$ cat src/rtl/fp_cmp_pipe.sv
// fp_cmp_pipe: two-stage IEEE-754 comparator and MIN/MAX unit.
// Field widths are set by EXP_W and MAN_W. The operand width is 1+EXP_W+MAN_W.
// Stage 1 classifies both operands and compares their magnitudes.
// Stage 2 resolves the signs and registers all outputs.
// A valid/ready handshake runs on both ends, and backpressure ripples
// combinationally back to in_ready.
// Optional: define FP_CMP_INVALID_STICKY_EN to add the invalid_sticky flag
// and its clr_sticky input.
module fp_cmp_pipe #(
  parameter int EXP_W = 8,
  parameter int MAN_W = 23
) (
  input  logic                   clk,
  input  logic                   rst_n,
  input  logic                   in_valid,
  output logic                   in_ready,
  input  logic [1:0]             op,
  input  logic [EXP_W+MAN_W:0]   A,
  input  logic [EXP_W+MAN_W:0]   B,
  output logic                   out_valid,
  input  logic                   out_ready,
  output logic                   gr,
  output logic                   lr,
  output logic                   eq,
  output logic                   unord,
  output logic [EXP_W+MAN_W:0]   result,
  output logic                   snan
`ifdef FP_CMP_INVALID_STICKY_EN
  ,
  input  logic                   clr_sticky,
  output logic                   invalid_sticky
`endif
);

  localparam int W = 1 + EXP_W + MAN_W;
  // Canonical quiet NaN: sign 0, exponent all ones, only the quiet bit set.
  localparam logic [W-1:0] QNAN = {1'b0, {EXP_W{1'b1}}, 1'b1, {(MAN_W-1){1'b0}}};

  function automatic logic f_is_nan(input logic [W-1:0] x);
    return (&x[W-2:MAN_W]) && (|x[MAN_W-1:0]);
  endfunction

  function automatic logic f_is_zero(input logic [W-1:0] x);
    return ~|x[W-2:0];
  endfunction

  // A signalling NaN has its quiet bit (the mantissa MSB) clear.
  function automatic logic f_is_snan(input logic [W-1:0] x);
    return f_is_nan(x) && !x[MAN_W-1];
  endfunction

  logic           vld_p1, vld_p2;
  logic           adv_p1, adv_p2;
  logic [W-1:0]   a_p1, b_p1;
  logic [1:0]     op_p1;
  logic           a_nan_p1, b_nan_p1, a_zero_p1, b_zero_p1, snan_p1;
  logic           mag_gt_p1, mag_eq_p1;
  logic           gr_p2, lr_p2, eq_p2, unord_p2, snan_p2;
  logic [W-1:0]   res_p2;
  logic           gr_n, lr_n, eq_n, unord_n;
  logic [W-1:0]   res_n;
  logic           sa_p1, sb_p1, is_max_p1;

  // ---- stage 0: handshake. A stage advances when it is empty or its successor advances.
  assign adv_p2   = ~vld_p2 | out_ready;
  assign adv_p1   = ~vld_p1 | adv_p2;
  assign in_ready = adv_p1;

  // Stage 1 valid bit: filled on an accepted input, emptied when it moves on without a refill.
  always_ff @(posedge clk or negedge rst_n) begin
    if (!rst_n) begin
      vld_p1 <= 1'b0;
    end else if (adv_p1) begin
      vld_p1 <= in_valid;
    end
  end

  // ---- stage 1: capture operands, classify them, and compare magnitudes without the sign bit.
  always_ff @(posedge clk) begin
    if (in_valid && adv_p1) begin
      a_p1      <= A;
      b_p1      <= B;
      op_p1     <= op;
      a_nan_p1  <= f_is_nan(A);
      b_nan_p1  <= f_is_nan(B);
      a_zero_p1 <= f_is_zero(A);
      b_zero_p1 <= f_is_zero(B);
      snan_p1   <= f_is_snan(A) | f_is_snan(B);
      mag_gt_p1 <= A[W-2:0] > B[W-2:0];
      mag_eq_p1 <= A[W-2:0] == B[W-2:0];
    end
  end

  assign sa_p1     = a_p1[W-1];
  assign sb_p1     = b_p1[W-1];
  assign is_max_p1 = op_p1[1];

  // Sign resolution and MIN/MAX selection for the operation sitting in stage 1.
  always_comb begin
    gr_n    = 1'b0;
    lr_n    = 1'b0;
    eq_n    = 1'b0;
    unord_n = 1'b0;
    res_n   = a_p1;
    if (a_nan_p1 || b_nan_p1) begin
      unord_n = 1'b1;
    end else if (a_zero_p1 && b_zero_p1) begin
      eq_n = 1'b1;
    end else if (sa_p1 != sb_p1) begin
      gr_n = ~sa_p1;
      lr_n = sa_p1;
    end else if (!sa_p1) begin
      gr_n = mag_gt_p1;
      eq_n = mag_eq_p1;
      lr_n = ~mag_gt_p1 & ~mag_eq_p1;
    end else begin
      gr_n = ~mag_gt_p1 & ~mag_eq_p1;
      eq_n = mag_eq_p1;
      lr_n = mag_gt_p1;
    end
    case (op_p1)
      2'b01, 2'b10: begin
        if (a_nan_p1 && b_nan_p1)       res_n = QNAN;
        else if (a_nan_p1)              res_n = b_p1;
        else if (b_nan_p1)              res_n = a_p1;
        // Zeros compare equal, but MIN prefers -0 and MAX prefers +0.
        else if (a_zero_p1 && b_zero_p1) res_n = (sa_p1 ^ is_max_p1) ? a_p1 : b_p1;
        else if (is_max_p1)             res_n = lr_n ? b_p1 : a_p1;
        else                            res_n = gr_n ? b_p1 : a_p1;
      end
      default: res_n = a_p1;
    endcase
  end

  // ---- stage 2: registered outputs. They load only on advance, so they hold during a stall.
  always_ff @(posedge clk or negedge rst_n) begin
    if (!rst_n) begin
      vld_p2   <= 1'b0;
      gr_p2    <= 1'b0;
      lr_p2    <= 1'b0;
      eq_p2    <= 1'b0;
      unord_p2 <= 1'b0;
      snan_p2  <= 1'b0;
      res_p2   <= '0;
    end else if (adv_p2) begin
      vld_p2 <= vld_p1;
      if (vld_p1) begin
        gr_p2    <= gr_n;
        lr_p2    <= lr_n;
        eq_p2    <= eq_n;
        unord_p2 <= unord_n;
        snan_p2  <= snan_p1;
        res_p2   <= res_n;
      end
    end
  end

  assign out_valid = vld_p2;
  assign gr        = gr_p2;
  assign lr        = lr_p2;
  assign eq        = eq_p2;
  assign unord     = unord_p2;
  assign snan      = snan_p2;
  assign result    = res_p2;

`ifdef FP_CMP_INVALID_STICKY_EN
  logic cmp_p2;
  logic sticky;

  // CMP mode (including the reserved encoding) travels with the result to qualify the sticky flag.
  always_ff @(posedge clk) begin
    if (adv_p2 && vld_p1) begin
      cmp_p2 <= ~^op_p1;
    end
  end

  // Invalid sticky: set on a consumed invalid result; when set and clear coincide, set wins.
  always_ff @(posedge clk or negedge rst_n) begin
    if (!rst_n) begin
      sticky <= 1'b0;
    end else if (vld_p2 && out_ready && (snan_p2 || (unord_p2 && cmp_p2))) begin
      sticky <= 1'b1;
    end else if (clr_sticky) begin
      sticky <= 1'b0;
    end
  end

  assign invalid_sticky = sticky;
`endif

endmodule

$ cat config.mk
export PLATFORM = sky130hd
export DESIGN_NAME = fp_cmp_pipe
export DESIGN_NICKNAME = d
export VERILOG_FILES = /design/src/rtl/fp_cmp_pipe.sv
export SDC_FILE = /design/constraint.sdc
export NUM_CORES = 1
export LEC_CHECK = 0
export CAP_MARGIN = 20
export CORE_MARGIN = 5
export CORE_UTILIZATION = 45
export DETAILED_ROUTE_END_ITERATION = 16
export PLACE_DENSITY = 0.67
export SLEW_MARGIN = 5
export SYNTH_ARGS = -nofsm -noshare
export SYNTH_HDL_FRONTEND = slang
export SYNTH_SLANG_ARGS = --single-unit
$ cat constraint.sdc
create_clock -name clk -period 3.2 [get_ports clk]
set_clock_uncertainty 0.05 [all_clocks]
set_input_delay 0.96 -clock clk [delete_from_list [all_inputs] [get_ports clk]]
set_output_delay 0.96 -clock clk [all_outputs]
set_load 0.02 [all_outputs]
== Word-level counts from Yosys, hierarchy flattened ==
Cells that the tools add are included.
Storage, ports and cells
  register bits after elaboration: 112
  input bits: 70
  output and inout port bits: 39
  logic and storage cells: 74
Cells by class
  order comparisons: 1
  eq/ne operators: 4
  mux-type cells: 21
  bitwise gates (word level): 10
  reductions and logical operators: 20
Operators by type and width (number)
  $mux W32: 9
  $reduce_or A31 Y1: 2
  $reduce_or A23 Y1: 2
  $eq A31 B31 Y1: 1
  $gt A31 B31 Y1: 1
  $reduce_and A8 Y1: 2
  $mux W1: 12
  $logic_and A1 B1 Y1: 7
  $not A1 Y1: 5
  $logic_not A1 Y1: 4
  $or A1 B1 Y1: 3
  $eq A2 B1 Y1 const B: 1
  $eq A2 B2 Y1 const B: 1
  $reduce_and A2 Y1: 1
  $reduce_or A2 Y1: 1
  $and A1 B1 Y1: 1
  $logic_or A1 B1 Y1: 1
  $ne A1 B1 Y1: 1
  $xor A1 B1 Y1: 1

== Longest topological paths before layout ==
Gate-level depths: netlist of the first run.
  depth in word-level cells: 13
  gate-level depth with buffers: 8
  depth with buffers taken out: 7

== Least setup slack after synthesis of the first run ==
No wires, ideal clock.
  path kind: input to register
  start: in out_ready
  end: reg a_nan_p1 (enable)
  setup time: 0.439 ns
  arrival time: 2.970 ns
  data required time: 2.711 ns
  path slack: -0.259 ns
  stages: 3
  path buffers: 0
  path through: nor2b_1 > nand2_1 > and2_1
On the way
  word-level cells in the longest chain between the ends: 3
Ends and longest elaborated chain
  from (decl): RTL line 21  | input logic out_ready,
  $or A1 B1 Y1: RTL line 65  | assign adv_p2 = ~vld_p2 | out_ready;
  $or A1 B1 Y1: RTL line 66  | assign adv_p1 = ~vld_p1 | adv_p2;
  named net in_ready: RTL line 16  | output logic in_ready,
  $logic_and A1 B1 Y1: RTL line 80  | if (in_valid && adv_p1) begin
  to (signal assigned): RTL line 84  | a_nan_p1 <= f_is_nan(A);
  to (decl): RTL line 56  | logic a_nan_p1, b_nan_p1, a_zero_p1, b_zero_p1, snan_p1;
The timed path passes the listed nets, and every way through them passes these cells.
A chain may end at the register's enable or synchronous reset.

== Worst setup path after layout of the first run ==
  start: in out_ready
  end: out in_ready
On the way
  word-level cells in the longest chain between the ends: 2
Ends and longest elaborated chain (RTL line)
  $or A1 B1 Y1: 65
  $or A1 B1 Y1: 66
  to (decl): 16
Every way passes these cells.

==> results.txt, run 1 <==
status: completed
kind of critical path: in2out
Leak Pwr: 3.23 nW
core footprint: 0.0144 sq mm
Buf/Inv on CP: 2
fill count: 1239
CP max-delay cell: clkdlybuf4s50_1
area grow syn2layout: 25.3%
largest net degree at the start of global routing: 49
drt initial violations: 490
met3 usage: 3.62%
total number of yosys warnings: 0
Final Total Pwr: 4.06 mW
TNS Setup: 0 ns
Rows: 44
total number of vias: 5631
clock sink count: 112
unrepaired setup endpoints after global routing: no
fin crit share: 92.8%
Die W: 131 um
crit-path max cell delay: 0.41 ns
clock slew at reported path FFs: 0.07 ns
critical path endpoint category: output pin
asr flop ratio synth: 34.8%
GRT busiest layer: met2
most common cell in the netlist: edfxtp_1
# Max-Cap Violations: 0
top_reg_cell synth: edfxtp_1
hold_buf cts: 0
reg2reg end: result[22]
Worst Path Max Fanout: 3
Rel. slew slack: 45.8%
Synth Area in Compound Gates: 21.1%
worst vdd ir: 312 uV
first-pass GRT wire length: 29900 um
register area share after synthesis: 48.3%
HP Class: in2async
most frequent cells after synthesis: 73 x edfxtp_1, 49 x nand2_1, 46 x a21oi_1, 43 x inv_1, 43 x mux2i_1
Synth Area in Adders: 5.91%
cell count after synthesis: 610
highest clock rate: 0.337 GHz
reg2reg path depth: 5
Critical Path Stages: 4
drc violations: 0
CP endpoint: in_ready
Ant. Diodes: 0
Clock Tree Root: clkbuf_16
total wire length: 19100 um
RR Startpoint: a_p1[31]
Post-DP HPWL: 14100 um
Critical Path Start Type: primary input
share of cells above drive strength 1: 9.44%
# IOs: 109
largest family of logic cells by synthesized area: compound AO/OA/AOI/OAI gates
die height: 131 um
post-CTS setup buffers: 0
Final Util: 57.0%
post-synthesis mux area share: 7.24%
CTS buffer count: 9
largest area contributor in the netlist: edfxtp_1
DR vias/cell: 6.15
number of distinct library cells after synthesis: 59
Synth Cell Area: 0.00656 sq mm
initial antenna violation count: 0
GR Util met2: 38.2%
antenna-violating nets left: 0
CTS H-tree lvls: 3
minimum clock period: 2.97 ns
CTS Buffer Depth: 2
Placer Congestion: 0.902
final hold vios: 0
Nets: 827
PwrDens: 493 mW/mm^2
critical path's top delay family: buffers and inverters
gr ovfl total: 0
GRT Util Overall: 22.9%
R2R setup slack: 0.42 ns
TritonCTS clock tree: done
Die ar.: 0.0171 sq mm
vias in the first global route: 5561
EDFF count, synth: 73
post-DR wirelength/cell: 20.9 um
syn_area_per_cell: 10.8 sq um
flops & latches, synth: 112
Cell Chain, Critical Path: clkdlybuf4s50_1 -> nor2b_1 -> nand2_1 -> dlygate4sd2_1
WP data arrival: 1.96 ns
worst-margin pin slew: 0.809 ns
Setup-failing EPs final: 0
Synth top area share: 33.4%
first drt pass iteration count: 5
Critical Path Start: out_ready
met1 Use GR: 30.9%
Initial Utilization: 45.5%
Simple-Gate Fraction of Synth Area: 11.2%
synthesized net count: 711
number of port buffers: 108
Synth area leaders: edfxtp_1 33%, dfrtp_1 15%, mux2i_1 6.6%, ha_1 5.9%, a221oi_1 5.2%
area share of xor/xnor cells in the synthesized design: 1.32%
Max Transition Viols Final: 0
Skew-Pair Late Insertion Delay: 0.36 ns
worst path required time: 2.19 ns
stage by stage:
step / setup WS [ns] / instance area, sq um / instances / hold slack, ns
after floorplan: 0.534 / 6570 / 610 / 0.365
after global placement: -0.0246 / 7940 / 898 / 0.416
after detailed placement: -0.0636 / 7940 / 898 / 0.417
after CTS: 0.225 / 8200 / 914 / 0.435
after global routing: 0.144 / 8220 / 915 / 0.389
final: 0.230 / 8220 / 915 / 0.389
power breakdown:
group          internal [mW]  switching, mW
clock                  0.530          0.527
sequential              1.72          0.145
combinational          0.537          0.595
total                   2.79           1.27
cell type report:
cell class	count	area [sq um]	area share, %
tap	184	230	2.80
timing repair buffer	137	1320	16.0
multi-input combinational	422	3070	37.4
inverter	44	165	2.01
clock inverter	5	33.8	0.411
clock buffer	11	233	2.83
sequential	112	3170	38.5
cell usage in the layout (no fill, tap or decap), types with 17 or more instances in the layout:
master,instances
o21ai_0,20
o221ai_1,20
inv_1,43
ha_1,31
a221oi_1,39
mux2i_1,43
clkdlybuf4s50_1,106
a21oi_1,46
dfrtp_1,39
edfxtp_1,73
buf_4,27
nor2_1,35
nor4_1,17
nand2_1,49
sequential cells by signal (all words and copies together), names as in the netlist:
signal     count
a_p1          32
b_p1          32
result        32
op_p1          2
a_nan_p1       1
a_zero_p1      1
b_nan_p1       1
b_zero_p1      1
eq             1
gr             1
lr             1
mag_eq_p1      1
mag_gt_p1      1
out_valid      1
snan           1
snan_p1        1
unord          1
vld_p1         1
layer usage:
layer  wire length [um]  vias up  share of wire [%]
li1                   -     2607                  -
met1               8440     2792                 44
met2               9320      206                 49
met3               1030       26                5.4
met4                357        0                1.9
met5                  0        -                  0
what timing repair did:
action	4_1_cts	5_1_grt
endpoints found under the setup margin	1	0
hold endpoints to repair	0	0
resized for setup	1	0
cell families after synthesis:
group,after synthesis
buf+inv,76
compound gates,186
mux,47
xor+xnor,6
flops,112
fa+ha+maj,31
simple gates,152
worst min path at each step:
stage | from | cells after the start | slack (ns) | to
final | rst_n | 1 | 0.39 | result[16]
after global routing | rst_n | 1 | 0.39 | result[16]
after CTS | snan | 2 | 0.44 | snan
after detailed placement | snan | 2 | 0.42 | snan
after global placement | gr | 2 | 0.42 | gr
after floorplan | snan_p1 | 2 | 0.36 | snan
Power figures use the tool's default switching activity.
==> inputs of run 2 (changes only) <==
--- a/config.mk
+++ b/config.mk
@@ -5,7 +5,7 @@
 export SDC_FILE = /design/constraint.sdc
 export NUM_CORES = 1
 export LEC_CHECK = 0
-export CAP_MARGIN = 20
+export CAP_MARGIN = 30
 export CORE_MARGIN = 5
 export CORE_UTILIZATION = 45
 export DETAILED_ROUTE_END_ITERATION = 16
==> results.txt, run 2 (synthesis gave the netlist of run 1 again) <==
Finished Layout Cells: 915 (unchanged)
Post-DP HPWL: 14200 um (+0.43%)
share of cells above drive strength 1: 9.30% (-0.14 points)
first drt pass iteration count: 5 (unchanged)
hold_buf cts: 0 (unchanged)
initial antenna violation count: 0 (unchanged)
worst-margin pin slew: 0.835 ns (+0.0265 ns)
# IOs: 109 (unchanged)
Setup-failing EPs final: 0 (unchanged)
Placer Congestion: 0.902 (unchanged)
Initial Utilization: 45.5% (unchanged)
area grow syn2layout: 25.5%
total wire length: 19200 um (about the same)
critical path endpoint category: output pin
HP Class: reg2reg
Cell Chain, Critical Path: clkdlybuf4s50_1 -> nor2b_1 -> nand2_1 -> dlygate4sd2_1
fin crit share: 93.3% (+0.47 points)
WP data arrival: 1.98 ns (+0.02 ns)
number of port buffers: 108 (unchanged)
Final Total Pwr: 4.08 mW (+0.53%)
Skew-Pair Late Insertion Delay: 0.35 ns (about the same)
CP max-delay cell: clkdlybuf4s50_1
final hold vios: 0 (unchanged)
minimum clock period: 2.99 ns (+0.0152 ns)
vias in the first global route: 5611 (+0.90%)
Leak Pwr: 3.24 nW (+0.36%)
# Max-Cap Violations: 0 (unchanged)
unrepaired setup endpoints after global routing: no
kind of critical path: in2out
Rows: 44 (unchanged)
Placed Cells: 899 (+0.11%)
CTS H-tree lvls: 3 (unchanged)
CTS buffer count: 9 (unchanged)
most common cell after layout, fill and taps aside: clkdlybuf4s50_1
Critical Path Start Type: primary input
largest net degree at the start of global routing: 49 (unchanged)
Rel. slew slack: 44.0% (-1.8 points)
TritonCTS clock tree: done
Max Transition Viols Final: 0 (unchanged)
core footprint: 0.0144 sq mm (unchanged)
Die W: 131 um (unchanged)
most frequent cells in the layout: 106 x clkdlybuf4s50_1, 73 x edfxtp_1, 49 x nand2_1
Clock Tree Root: clkbuf_16
drc violations: 0 (unchanged)
Nets: 827 (unchanged)
fill count: 1240 (+0.081%)
worst vdd ir: 332 uV (+6.2%)
gr ovfl total: 0 (unchanged)
highest clock rate: 0.335 GHz (-0.51%)
GRT Util Overall: 22.7% (-0.13 points)
CTS Buffer Depth: 2 (unchanged)
status: completed
Worst Path Max Fanout: 3 (unchanged)
antenna-violating nets left: 0 (unchanged)
clock slew at reported path FFs: 0.07 ns (about the same)
worst path required time: 2.19 ns (about the same)
first-pass GRT wire length: 29800 um (-0.37%)
total number of vias: 5635 (+0.071%)
drt initial violations: 490 (unchanged)
Ant. Diodes: 0 (unchanged)
crit-path max cell delay: 0.41 ns (about the same)
die height: 131 um (unchanged)
PwrDens: 495 mW/mm^2 (+0.31%)
Die ar.: 0.0171 sq mm (unchanged)
DR vias/cell: 6.16 (about the same)
clock sink count: 112 (unchanged)
post-DR wirelength/cell: 20.9 um (about the same)
## run 2: final timing paths
| path | startpoint | endpoint | slack, ns | depth (start not counted) |
|---|---|---|---|---|
| max in group asynchronous | rst_n | result[2] | 2.02 | 2 |
| worst min register to register | snan | snan | 0.43 | 2 |
| worst max-delay path | out_ready | in_ready | 0.21 | 4 |
| worst min-delay path | snan | snan | 0.43 | 2 |
| min in group asynchronous | rst_n | result[16] | 0.56 | 1 |
| worst max register to register | a_p1[31] | result[22] | 0.35 | 5 |
## run 2: layout make-up
| class | count | area [sq um] | share of cell area (%) |
|---|---|---|---|
| multi-input combinational | 422 | 3070 | 37.3 |
| sequential | 112 | 3170 | 38.5 |
| clock buffer | 12 | 246 | 2.99 |
| tap | 184 | 230 | 2.79 |
| inverter | 44 | 165 | 2.00 |
| timing repair buffer | 137 | 1330 | 16.1 |
| clock inverter | 4 | 30.0 | 0.364 |
## run 2: worst max-delay path: cells and delay by family
| family | cells | cell delay [ns] |
|---|---|---|
| buffers and inverters | 2 | 0.74 |
| AND/OR/NAND/NOR | 2 | 0.27 |
## run 2: repair_timing
| item | 4_1_cts | 5_1_grt |
|---|---|---|
| buffers inserted | 0 | 0 |
| gates resized for setup | 1 | 0 |
| hold endpoints to repair | 0 | 0 |
| setup endpoints to repair | 1 | 0 |
## run 2: layer usage
metal	routed length, um	global-route usage, %	up-vias
met5	0	0	-
met4	310	7.26	0
met3	1160	4.15	29
met2	9330	37.7	240
met1	8360	30.4	2759
li1	-	-	2607
## run 2: stage by stage
| step | setup TNS, ns | util, % | setup slack (ns) | hold slack [ns] | area [sq um] |
|---|---|---|---|---|---|
| after floorplan | 0 | - | 0.534 | 0.365 | 6570 |
| after global placement | -0.0246 | 55.0 | -0.0246 | 0.416 | 7940 |
| after global routing | 0 | 57.1 | 0.143 | 0.455 | 8240 |
| after detailed placement | -0.0889 | 55.2 | -0.0764 | 0.424 | 7960 |
| after CTS | 0 | 57.1 | 0.213 | 0.440 | 8240 |
| final | 0 | 57.1 | 0.215 | 0.432 | 8240 |
## run 2: where the power goes
group          total [mW]  switching, mW  internal [mW]  leakage, nW
combinational        1.13          0.596          0.538         1.94
clock                1.08          0.524          0.553        0.134
sequential           1.87          0.144           1.72         1.17
